==> config.mk <==
export PLATFORM = sky130hd
export DESIGN_NAME = delayed_write_scheduler
export DESIGN_NICKNAME = d
export VERILOG_FILES = /design/src/rtl/delayed_write_scheduler.sv
export SDC_FILE = /design/constraint.sdc
export NUM_CORES = 1
export LEC_CHECK = 0
export BUFFER_PORTS_ARGS = -buffer_cell sky130_fd_sc_hd__buf_2
export CORE_UTILIZATION = 35
export CTS_CLUSTER_SIZE = 28
export DETAILED_ROUTE_END_ITERATION = 7
export PLACE_DENSITY_LB_ADDON = 0.12
export SYNTH_ARGS = -nofsm -noshare
export SYNTH_HDL_FRONTEND = slang
export SYNTH_SLANG_ARGS = --single-unit
==> constraint.sdc <==
create_clock -name clk -period 7.3 [get_ports clk]
set_clock_uncertainty 0.05 [all_clocks]
set_input_delay 1.095 -clock clk [delete_from_list [all_inputs] [get_ports clk]]
set_output_delay 1.095 -clock clk [all_outputs]
set_load 0.01 [all_outputs]
==> src/rtl/delayed_write_scheduler.sv <==
// ----------------------------------------------------------------------------
// delayed_write_scheduler
//
// Purpose:
//   Holds up to DEPTH outstanding delayed writes ("reg <= #d data") aimed at a
//   single WIDTH-bit value register. Each accepted (delay, data) pair sits in
//   a slot and counts down. It commits to the value register when its count
//   expires. If several slots expire on the same edge, the most recently
//   accepted one (smallest age) wins, giving last-writer-wins ordering.
//
// Handshake:
//   A request transfers on a rising edge where req_valid && req_ready && !flush.
//   req_ready depends only on the occupancy before the edge. A slot freed by
//   retirement on an edge is offered from the next cycle.
//
// Ports:
//   clk          in   rising-edge clock
//   rst_n        in   asynchronous active-low reset
//   req_valid    in   write request present
//   req_ready    out  a free slot exists
//   req_delay    in   [DLY_W]  cycles to wait after acceptance
//   req_data     in   [WIDTH]  data to commit
//   flush        in   synchronous discard of all pending writes
//   value        out  [WIDTH]  committed register value
//   value_valid  out  set by the first commit after reset, then sticky
//   pending      out  [$clog2(DEPTH+1)] occupied slots after the last edge
//   busy         out  pending != 0
//
// Optional feature (macro DWS_STATS_EN):
//   commit_count    out [16] wrapping count of edges that committed a value
//   supersede_count out [16] wrapping count of retiring writes that lost
//                            a same-edge collision
// ----------------------------------------------------------------------------
module delayed_write_scheduler #(
    parameter int WIDTH = 4,
    parameter int DEPTH = 4,
    parameter int DLY_W = 4,
    localparam int PW = $clog2(DEPTH + 1),
    localparam int IW = (DEPTH > 1) ? $clog2(DEPTH) : 1
) (
    input  logic             clk,
    input  logic             rst_n,
    input  logic             req_valid,
    output logic             req_ready,
    input  logic [DLY_W-1:0] req_delay,
    input  logic [WIDTH-1:0] req_data,
    input  logic             flush,
    output logic [WIDTH-1:0] value,
    output logic             value_valid,
    output logic [PW-1:0]    pending,
`ifdef DWS_STATS_EN
    output logic [15:0]      commit_count,
    output logic [15:0]      supersede_count,
`endif
    output logic             busy
);

    // Slot storage
    logic [DEPTH-1:0] r_occ;
    logic [DLY_W-1:0] r_cnt  [DEPTH];
    logic [WIDTH-1:0] r_data [DEPTH];
    logic [DLY_W:0]   r_age  [DEPTH];

    logic [WIDTH-1:0] r_value;
    logic             r_value_valid;
    logic [PW-1:0]    r_pending;
    logic             r_busy;

    logic             w_free_any;
    logic [IW-1:0]    w_free_idx;
    logic [DEPTH-1:0] w_ret;
    logic             w_win_any;
    logic [WIDTH-1:0] w_win_data;
    logic [DLY_W:0]   w_win_age;
    logic [PW-1:0]    w_ret_num;
    logic             w_accept;
    logic [DEPTH-1:0] w_occ_next;
    logic [PW-1:0]    w_pend_next;

    // Lowest-index free slot: scan downwards so the last hit is the lowest.
    always_comb begin
        w_free_any = 1'b0;
        w_free_idx = '0;
        for (int i = DEPTH - 1; i >= 0; i--) begin
            if (!r_occ[i]) begin
                w_free_any = 1'b1;
                w_free_idx = IW'(i);
            end
        end
    end

    // Retirement and collision resolution. Ages are unique (one accept per
    // edge), so a strict less-than selects a single winner.
    always_comb begin
        w_ret      = '0;
        w_win_any  = 1'b0;
        w_win_data = '0;
        w_win_age  = '0;
        w_ret_num  = '0;
        for (int i = 0; i < DEPTH; i++) begin
            w_ret[i] = r_occ[i] && (r_cnt[i] == '0);
            if (w_ret[i]) begin
                w_ret_num = w_ret_num + PW'(1);
                if (!w_win_any || (r_age[i] < w_win_age)) begin
                    w_win_any  = 1'b1;
                    w_win_data = r_data[i];
                    w_win_age  = r_age[i];
                end
            end
        end
    end

    // flush blocks acceptance even though req_ready may read 1.
    assign w_accept = req_valid && w_free_any && !flush;

    always_comb begin
        w_occ_next  = '0;
        w_pend_next = '0;
        for (int i = 0; i < DEPTH; i++) begin
            w_occ_next[i] = r_occ[i] && !w_ret[i] && !flush;
            if (w_accept && (w_free_idx == IW'(i))) begin
                w_occ_next[i] = 1'b1;
            end
            if (w_occ_next[i]) begin
                w_pend_next = w_pend_next + PW'(1);
            end
        end
    end

    always_ff @(posedge clk or negedge rst_n) begin
        if (!rst_n) begin
            r_occ <= '0;
            for (int i = 0; i < DEPTH; i++) begin
                r_cnt[i]  <= '0;
                r_data[i] <= '0;
                r_age[i]  <= '0;
            end
        end else begin
            r_occ <= w_occ_next;
            for (int i = 0; i < DEPTH; i++) begin
                if (w_accept && (w_free_idx == IW'(i))) begin
                    r_cnt[i]  <= req_delay;
                    r_data[i] <= req_data;
                    r_age[i]  <= '0;
                end else if (r_occ[i] && !w_ret[i] && !flush) begin
                    r_cnt[i] <= r_cnt[i] - DLY_W'(1);
                    if (r_age[i] != '1) begin
                        r_age[i] <= r_age[i] + (DLY_W+1)'(1);
                    end
                end
            end
        end
    end

    always_ff @(posedge clk or negedge rst_n) begin
        if (!rst_n) begin
            r_value       <= '0;
            r_value_valid <= 1'b0;
            r_pending     <= '0;
            r_busy        <= 1'b0;
        end else begin
            if (w_win_any && !flush) begin
                r_value       <= w_win_data;
                r_value_valid <= 1'b1;
            end
            r_pending <= w_pend_next;
            r_busy    <= (w_occ_next != '0);
        end
    end

`ifdef DWS_STATS_EN
    logic [15:0] r_commit_count;
    logic [15:0] r_supersede_count;

    always_ff @(posedge clk or negedge rst_n) begin
        if (!rst_n) begin
            r_commit_count    <= '0;
            r_supersede_count <= '0;
        end else if (w_win_any && !flush) begin
            r_commit_count    <= r_commit_count + 16'd1;
            // every retiring slot except the winner was superseded
            r_supersede_count <= r_supersede_count + 16'(w_ret_num) - 16'd1;
        end
    end

    assign commit_count    = r_commit_count;
    assign supersede_count = r_supersede_count;
`endif

    assign req_ready   = w_free_any;
    assign value       = r_value;
    assign value_valid = r_value_valid;
    assign pending     = r_pending;
    assign busy        = r_busy;

endmodule

* After elaboration in Yosys (flattened, before gate mapping)
Index checks and enable logic that the tools add are counted.
Operators by class: eq/ne operators 7, reductions and logical operators 48, add/subtract/negate cells 11, order comparisons 3, mux-type cells 55
Operators with widths (count):
- two-way mux 5 bit | 17
- two-way mux 4 bit | 15
- adder 5 x 1 -> 5 bit (second input constant) | 4
- inequality test 5 bit (second input constant) | 4
- logical AND 1 bit | 19
- logical NOT 4 bit | 4
- two-way mux 1 bit | 16
- nonzero test 2 bit | 8
- subtractor 4 x 1 -> 4 bit (second input constant) | 4
- < comparator 5 bit | 3
- adder 3 x 1 -> 3 bit (second input constant) | 3
- two-way mux 3 bit | 3
- logical NOT 1 bit | 8
- two-way mux 2 bit | 4
- AND reduction 2 bit | 4
- == test 2 bit (second input constant) | 2
- nonzero test 4 bit | 1
- logical OR 1 bit | 3
- == test 2 x 1 -> 1 bit (second input constant) | 1
- logical NOT 2 bit | 1
Word-level totals: word-level logic and storage cells 141, output and inout port bits 10, register bits after elaboration 65

* Logic depth before layout (Yosys ltp)
Gate-level depths: netlist of run 1.
word-level depth 16, depth in mapped cells 28

* Least setup slack after synthesis of run 1
OpenSTA, ideal clock, no wires.
path kind register to register, from register r_cnt[12] in the netlist's numbering, to register r_value[1], in the netlist value[1], required time 7120 ps, buffers on the path 3, cell stages (with the launch flop) 28, data arrival time 5325 ps, library setup time 130 ps, path slack 1795 ps, cells stage by stage dfrtp_1 -> inv_1 -> ha_1 -> and4bb_1 -> buf_6 -> nand2_1 -> ha_1 -> a211oi_1 -> o221ai_1 -> a21boi_0 -> clkbuf_1 -> a21oi_1 -> ha_1 -> a21oi_1 -> o21ai_0 -> o21ai_2 -> a31o_2 -> buf_2 -> nor2_1 -> a21oi_1 -> ha_1 -> a21o_1 -> a311oi_1 -> a21oi_1 -> and3_1 -> a221oi_2 -> or2_4 -> o221ai_2
Between the ends: word-level cells in the longest chain between the ends 16, elaborated cells between the ends (all ways) 31
RTL lines:
- from (decl) | RTL line 60 | logic [DLY_W-1:0] r_cnt [DEPTH];
- from (signal, indexed assignment) | RTL line 142 | r_cnt[i] <= req_delay;
- from (signal, indexed assignment) | RTL line 146 | r_cnt[i] <= r_cnt[i] - DLY_W'(1);
- logical NOT 4 bit (*) | RTL line 101 | w_ret[i] = r_occ[i] && (r_cnt[i] == '0);
- logical AND 1 bit (*) | RTL line 101
- two-way mux 5 bit / two-way mux 1 bit (equally long branches) | RTL line 102 | if (w_ret[i]) begin
- < comparator 5 bit / logical NOT 1 bit (equally long branches) | RTL line 104 | if (!w_win_any || (r_age[i] < w_win_age)) begin
- logical OR 1 bit | RTL line 104
- two-way mux 5 bit / two-way mux 1 bit (equally long branches) | RTL line 104
- two-way mux 5 bit / two-way mux 1 bit (equally long branches) | RTL line 102
- < comparator 5 bit / logical NOT 1 bit (equally long branches) | RTL line 104
- logical OR 1 bit | RTL line 104
- two-way mux 5 bit / two-way mux 1 bit (equally long branches) | RTL line 104
- two-way mux 5 bit / two-way mux 1 bit (equally long branches) | RTL line 102
- < comparator 5 bit / logical NOT 1 bit (equally long branches) | RTL line 104
- logical OR 1 bit | RTL line 104
- two-way mux 1 bit | RTL line 104
- two-way mux 1 bit | RTL line 102
- logical AND 1 bit | RTL line 162 | if (w_win_any && !flush) begin
- to (signal assigned) | RTL line 163 | r_value <= w_win_data;
- to (decl) | RTL line 64 | logic [WIDTH-1:0] r_value;
Mark *: on every way between the ends. The rest lies on a longest branch, timed or not. A chain may end at the register's enable or synchronous reset.

* Final worst setup path of run 1
Same ends and word-level chain as after synthesis.

==> results of run 1 <==
==> cells in the final DEF, fill, tap and decap left out, types with 2 or more instances in the layout <==
master,instances
a21boi_0,2
a21oi_1,23
a221o_1,4
a22o_1,4
and3_1,5
buf_2,21
buf_4,6
bufinv_16,2
clkbuf_1,3
clkbuf_8,11
dfrtp_1,65
ha_1,31
inv_1,18
mux2_2,15
mux2i_1,4
nand2_1,48
nand2b_1,5
nand3_1,5
nand4_1,8
nor2_1,35
nor2b_1,2
nor3_1,4
nor3b_1,7
o21ai_0,25
o221ai_1,4
o221ai_2,2
xnor2_1,11
xor2_1,12
==> power groups by stage <==
stage / registers (uW) / clock network [uW] / logic (uW)
floorplan: 512 / 0 / 221
global placement: 530 / 0 / 290
detailed placement: 528 / 0 / 297
CTS: 524 / 366 / 297
global route: 538 / 383 / 339
finish: 524 / 356 / 294
==> per-stage QoR <==
| stage | hold WS (ns) | setup WS [ns] | std cells |
|---|---|---|---|
| 2_1_floorplan | 0.430 | 1.79 | 373 |
| 3_3_place_gp | 0.395 | 1.23 | 527 |
| 3_5_place_dp | 0.411 | 1.10 | 527 |
| 4_1_cts | 0.429 | 1.08 | 543 |
| 5_1_grt | 0.468 | 0.422 | 543 |
| 6_report | 0.429 | 1.07 | 543 |
==> cell usage after synthesis, types with 2 or more instances <==
cell	count
nand4_1	8
o221ai_2	2
nand2b_1	5
a21oi_1	23
inv_1	18
o21ai_0	25
xor2_1	12
xnor2_1	11
a21boi_0	2
a22o_1	4
nand3_1	5
buf_2	3
mux2i_1	4
dfrtp_1	65
and3_1	5
o221ai_1	4
a221o_1	4
nor3b_1	7
clkbuf_1	5
nor2_1	35
nor2b_1	2
nor3_1	4
ha_1	31
nand2_1	48
mux2_2	15
==> worst max-delay path: stages, from the launching register on <==
cell and delay [ns]:
dfrtp_1 0.37, inv_1 0.12, ha_1 0.18, and4bb_1 0.41, nand2_1 0.13, ha_1 0.31, a211oi_1 0.29, o221ai_1 0.20
a21boi_0 0.50, buf_4 0.25, nor2_1 0.04, a21oi_1 0.22, ha_1 0.29, a21oi_1 0.14, o21ai_0 0.14, nor2_1 0.15
a31o_2 0.34, nor2_1 0.07, a21oi_1 0.12, ha_1 0.25, a21o_1 0.18, a311oi_1 0.32, a21oi_1 0.15, and3_1 0.21
a221oi_2 0.35, or2_4 0.22, o221ai_2 0.10
==> worst max-delay path by stage <==
stage                                startpoint              endpoint  slack (ns)  depth (start not counted)
after CTS                 r_cnt[12]$_DFFE_PN0P_  value[1]$_DFFE_PN0P_        1.08                         26
after global routing      r_cnt[12]$_DFFE_PN0P_  value[1]$_DFFE_PN0P_        0.42                         26
after floorplan           r_cnt[12]$_DFFE_PN0P_  value[1]$_DFFE_PN0P_        1.79                         27
after global placement    r_cnt[12]$_DFFE_PN0P_  value[1]$_DFFE_PN0P_        1.23                         26
after detailed placement  r_cnt[12]$_DFFE_PN0P_  value[1]$_DFFE_PN0P_        1.10                         26
final                     r_cnt[12]$_DFFE_PN0P_  value[1]$_DFFE_PN0P_        1.07                         26
==> logic make-up after synthesis <==
kind of cell	Yosys count	share of synthesized area [%]
fa+ha+maj	31	10.5
mux	19	5.64
flops	65	43.9
xor+xnor	23	5.43
compound gates	76	13.8
simple gates	131	17.7
buf+inv	28	3.14
==> final cells by class <==
type	count	area (um2)
tap	136	170
clock buffer	14	163
sequential	65	1630
timing repair buffer	27	150
inverter	19	71.3
clock inverter	2	60.1
fill	1053	6070
multi-input combinational	280	1960
==> flip-flops by register name (all words and copies together) (netlist names) <==
| signal | count |
|---|---|
| r_occ | 4 |
| value_valid | 1 |
| pending | 3 |
| value | 4 |
| r_age | 20 |
| r_data | 16 |
| r_cnt | 16 |
| busy | 1 |
==> metal layers <==
metal	wire, um	vias to the layer above
li1	-	1378
met1	4450	1329
met2	3690	39
met3	202	9
met4	133	0
met5	0	-
==> summary.md, run 1 <==
| Metric | Value |
|---|---|
| Pin count of the biggest net entering global routing | `66` |
| Final Core Density | `40.9%` |
| Met3 usage | `3.06%` |
| Dominant cells by area after synthesis | `dfrtp_1 (44%), ha_1 (10%), nand2_1 (4.9%)` |
| RD Place Congestion | `0.779` |
| Post-Syn Nets | `416` |
| Hold WC Path Type | `register to register` |
| Synthesized flop and latch total | `65` |
| Logic pwr share | `25.0%` |
| CP arrival | `6.41 ns` |
| Initial antenna violation count | `0` |
| Worst hold path cell count | `1` |
| WP data required | `7.48 ns` |
| Avg WL per Cell | `15.6 um` |
| Final TNS setup | `0 ns` |
| ANT nets after route | `0` |
| Status | `finished clean` |
| Cts bufs inserted | `9` |
| Worst flop-to-flop path endpoint | `value[1]$_DFFE_PN0P_` |
| CTS tree | `yes` |
| Clk_lat worst skew | `about 0.34 ns` |
| Drc violations | `0` |
| Clk pin slew, worst setup/hold paths | `0.08 ns` |
| Setup Viol. Count Final | `0` |
| Synthesis-to-finish area growth | `13.4%` |
| LEAKAGE | `around 0.0020 uW` |
| Layout cells sized above 1 | `17.2%` |
| RR Startpoint | `r_cnt[12]$_DFFE_PN0P_` |
| Initial Util | `36.1%` |
| Maxcap violations | `0` |
| Yosys warns | `0` |
| Final Max Tran Viols | `0` |
| Netlist cell types | `51` |
| Setup bufs post-CTS | `0` |
| CTS resizes | `0` |
| Drt pass-1 iters | `4` |
| Worst setup SP type | `register` |
| Placement Cell Area | `roughly 4000 um2` |
| Routing usage on met1 | `24.3%` |
| Max_slew headroom | `between 40% and 50%` |
| Via count | `2755` |
| Nets | `about 450` |
| RSZ-0062 raised after global routing | `false` |
| Global-route wire length before repair | `around 14000 um` |
| Async set-reset flop share out of synthesis | `100%` |
| Total Wirelength | `approximately 8500 um` |
| M2 GR Usage | `25.2%` |
| Biggest area consumer among synthesized cells | `dfrtp_1` |
| Detailed placement HPWL | `6020 um` |
| Gr busiest metal | `met2` |
| IO Count | `22` |
| # diodes | `0` |
| Fin crit period | `6.23 ns` |
| Reg2Reg Depth | `26` |
| Row cnt | `37` |
| Power Total | `1170 uW` |
| Switching pwr | `between 300 and 400 uW` |
| GRT Total Usage | `about 17%` |
| Core area | `about 10000 um2` |
| Syn Std Cell Area | `3710 um2` |
| Drt initial violations | `~100` |
| Htree depth | `3` |
| EDFF count, synth | `0` |
| Synth top area share | `about 44%` |
| Final Instance Area | `4210 um2` |
| CTS Hold Bufs | `0` |
| Post-DR vias/cell | `5.07` |
| # port buffers | `21` |
| Flop pwr share | `roughly 45%` |
| Switching part of the total | `around a third` |
| DIE AREA | `11000 um2` |
| Critical path type | `register to register` |
| CTS sink cnt | `65` |
| Syn Area/Cell | `9.94 um2` |
| Hold Startpoint | `value_valid$_DFFE_PN0P_` |
| Power Internal | `802 uW` |
| Hold Vio Cnt, Final | `0` |
| Total congestion overflow | `0` |
| Cells after synthesis | `373` |
| Die Ht | `105 um` |
| Worst Hold End | `value_valid$_DFFE_PN0P_` |
| CP Capture Type | `register` |
| R2R setup slack | `1.07 ns` |
| Clock tree buffer depth | `2` |
| Worst vdd ir | `roughly 140 uV` |
| Maximum clock frequency | `0.160 GHz` |
| Die X | `105 um` |
| Crit-path max FO | `12` |
| Vias in the first global route | `roughly 2.7k` |
| Period utilisation layout | `a little under nine tenths` |
| Power Density | `279 nW/um2` |
| Post-synthesis sequential area ratio | `around 44%` |
| Clock power frac | `30.4%` |
| Most used flip-flop cell after synthesis | `dfrtp_1` |
| Slew of the pin with the lowest slew margin | `0.849 ns` |
| Root buf cell | `clkbuf_8` |
Power figures use the tool's default switching activity.
==> run 2, diff against run 1 <==
--- a/config.mk
+++ b/config.mk
@@ -9,7 +9,6 @@
 export CORE_UTILIZATION = 35
 export CTS_CLUSTER_SIZE = 28
 export DETAILED_ROUTE_END_ITERATION = 7
-export PLACE_DENSITY_LB_ADDON = 0.12
 export SYNTH_ARGS = -nofsm -noshare
 export SYNTH_HDL_FRONTEND = slang
 export SYNTH_SLANG_ARGS = --single-unit
==> summary.md, run 2 (synthesis results as in run 1) <==
| Metric | Value |
|---|---|
| Status | `finished clean` |
| Worst vdd ir | `129 uV` |
| Drt pass-1 iters | `4` |
| Slew of the pin with the lowest slew margin | `0.820 ns` |
| Setup Viol. Count Final | `0` |
| Initial Util | `about 36%` |
| CTS Hold Bufs | `0` |
| Power Density | `285 nW/um2` |
| Layout cells sized above 1 | `17.9%` |
| Leading cell type in the layout, fill and taps excluded | `dfrtp_1` |
| FF/Latch Area | `1630 um2` |
| Root buf cell | `clkbuf_8` |
| Die X | `105 um` |
| Routing usage on met1 | `21.7%` |
| IO Count | `22` |
| Gr busiest metal | `met2` |
| Worst setup SP type | `register` |
| DIE AREA | `11000 um2` |
| Crit-path max FO | `12` |
| Pin count of the biggest net entering global routing | `66` |
| Global-route wire length before repair | `13900 um` |
| Drc violations | `0` |
| Vias in the first global route | `2840` |
| Setup slack after layout | `about 1.4 ns` |
| Final TNS setup | `0 ns` |
| Final Max Tran Viols | `0` |
| M2 GR Usage | `between 20% and 30%` |
| Total congestion overflow | `0` |
| CTS resizes | `0` |
| Nets | `445` |
| Htree depth | `3` |
| Clk pin slew, worst setup/hold paths | `about 0.08 ns` |
| WP data required | `7.49 ns` |
| Detailed placement HPWL | `between 5000 and 6000 um` |
| Fin crit period | `5.87 ns` |
| Via count | `2766` |
| CTS tree | `yes` |
| Final Non-Filler Cells | `about 540` |
| Avg WL per Cell | `14.8 um` |
| Area of the multi-input gates | `1960 um2` |
| CP Capture Type | `register` |
| Max_slew headroom | `45.3%` |
| Die Ht | `105 um` |
| LEAKAGE | `0.00197 uW` |
| Maxcap violations | `0` |
| Setup bufs post-CTS | `0` |
| RSZ-0062 raised after global routing | `false` |
| Cts bufs inserted | `9` |
| Power Total | `1210 uW` |
| # port buffers | `21` |
| Row cnt | `37` |
| Core area | `10300 um2` |
| Clk_lat worst skew | `0.35 ns` |
| Synthesis-to-finish area growth | `14.2%` |
| Commonest non-fill, non-tap cells in the layout | `dfrtp_1 (65), nand2_1 (48), nor2_1 (35), ha_1 (31), o21ai_0 (25)` |
| ANT nets after route | `0` |
| Top Registers | `r_age x20, r_cnt x16, r_data x16` |
| Period utilisation layout | `80.4%` |
| Critical path type | `register to register` |
| Met3 usage | `under 10%` |
| Post-DR vias/cell | `a little over 5` |
| Final Core Density | `41.2%` |
| GRT Total Usage | `16.3%` |
| Clock tree buffer depth | `2` |
| Dpl cells | `527` |
| Pre-CTS WS | `1.42 ns` |
| Total Wirelength | `8020 um` |
| Fillers | `1016` |
| Maximum clock frequency | `0.170 GHz` |
| RD Place Congestion | `0.785` |
| Hold Vio Cnt, Final | `0` |
| Drt initial violations | `86` |
| CTS sink cnt | `between 60 and 70` |
| Largest register FFs | `20` |
| Largest reg by FF count | `r_age` |
| Initial antenna violation count | `0` |
| # diodes | `0` |
| Hold WC Path Type | `register to register` |
| CP arrival | `6.06 ns` |
## run 2: layout make-up
| cell class | count | share of cell area (%) |
|---|---|---|
| inverter | 19 | 1.68 |
| clock buffer | 10 | 3.25 |
| tap | 136 | 4.02 |
| multi-input combinational | 280 | 46.4 |
| timing repair buffer | 27 | 3.55 |
| clock inverter | 6 | 2.69 |
| sequential | 65 | 38.4 |
## run 2: final timing paths
| path | slack (ns) | depth (start not counted) | endpoint | start |
|---|---|---|---|---|
| worst max-delay path | 1.43 | 26 | value[1]$_DFFE_PN0P_ | r_cnt[12]$_DFFE_PN0P_ |
| worst min-delay path | 0.43 | 1 | value_valid$_DFFE_PN0P_ | value_valid$_DFFE_PN0P_ |
| worst max register to register | 1.43 | 26 | value[1]$_DFFE_PN0P_ | r_cnt[12]$_DFFE_PN0P_ |
| worst min register to register | 0.43 | 1 | value_valid$_DFFE_PN0P_ | value_valid$_DFFE_PN0P_ |
| max in group asynchronous | 5.79 | 2 | r_occ[0]$_DFF_PN0_ | rst_n |
| min in group asynchronous | 0.88 | 2 | r_age[18]$_DFFE_PN0P_ | rst_n |
## run 2: through the flow
step / hold slack, ns / cell area, um2
2_1_floorplan: 0.430 / 3710
3_3_place_gp: 0.395 / 3980
3_5_place_dp: 0.401 / 3980
4_1_cts: 0.422 / 4230
5_1_grt: 0.427 / 4230
6_report: 0.425 / 4230
## run 2: worst max-delay path, cell delays in order, from the launching register on
cell	delay (ns)
dfrtp_1	0.38
inv_1	0.12
ha_1	0.18
and4bb_1	0.40
nand2_1	0.12
ha_1	0.30
a211oi_1	0.28
o221ai_1	0.19
a21boi_0	0.19
buf_4	0.21
nor2_1	0.05
a21oi_1	0.18
ha_1	0.29
a21oi_1	0.14
o21ai_0	0.16
o21ai_2	0.20
a31o_2	0.31
nor2_1	0.07
a21oi_1	0.16
ha_1	0.28
and2_1	0.15
a311oi_1	0.30
a21oi_1	0.15
and3_1	0.21
a221oi_2	0.36
or2_4	0.22
o221ai_2	0.10
## run 2: per-layer routing
| metal | up-vias | routed length [um] |
|---|---|---|
| li1 | 1374 | - |
| met2 | 26 | 3670 |
| met1 | 1354 | 4060 |
| met4 | 0 | 121 |
| met5 | - | 0 |
| met3 | 12 | 167 |
## run 2: power by group
group / leakage, uW / total (uW) / internal (uW) / switching (uW)
sequential: 0.000838 / 526 / 448 / 78.4
clock: 0.000119 / 387 / 237 / 150
combinational: 0.00101 / 292 / 142 / 150
total: 0.00197 / 1210 / 827 / 379
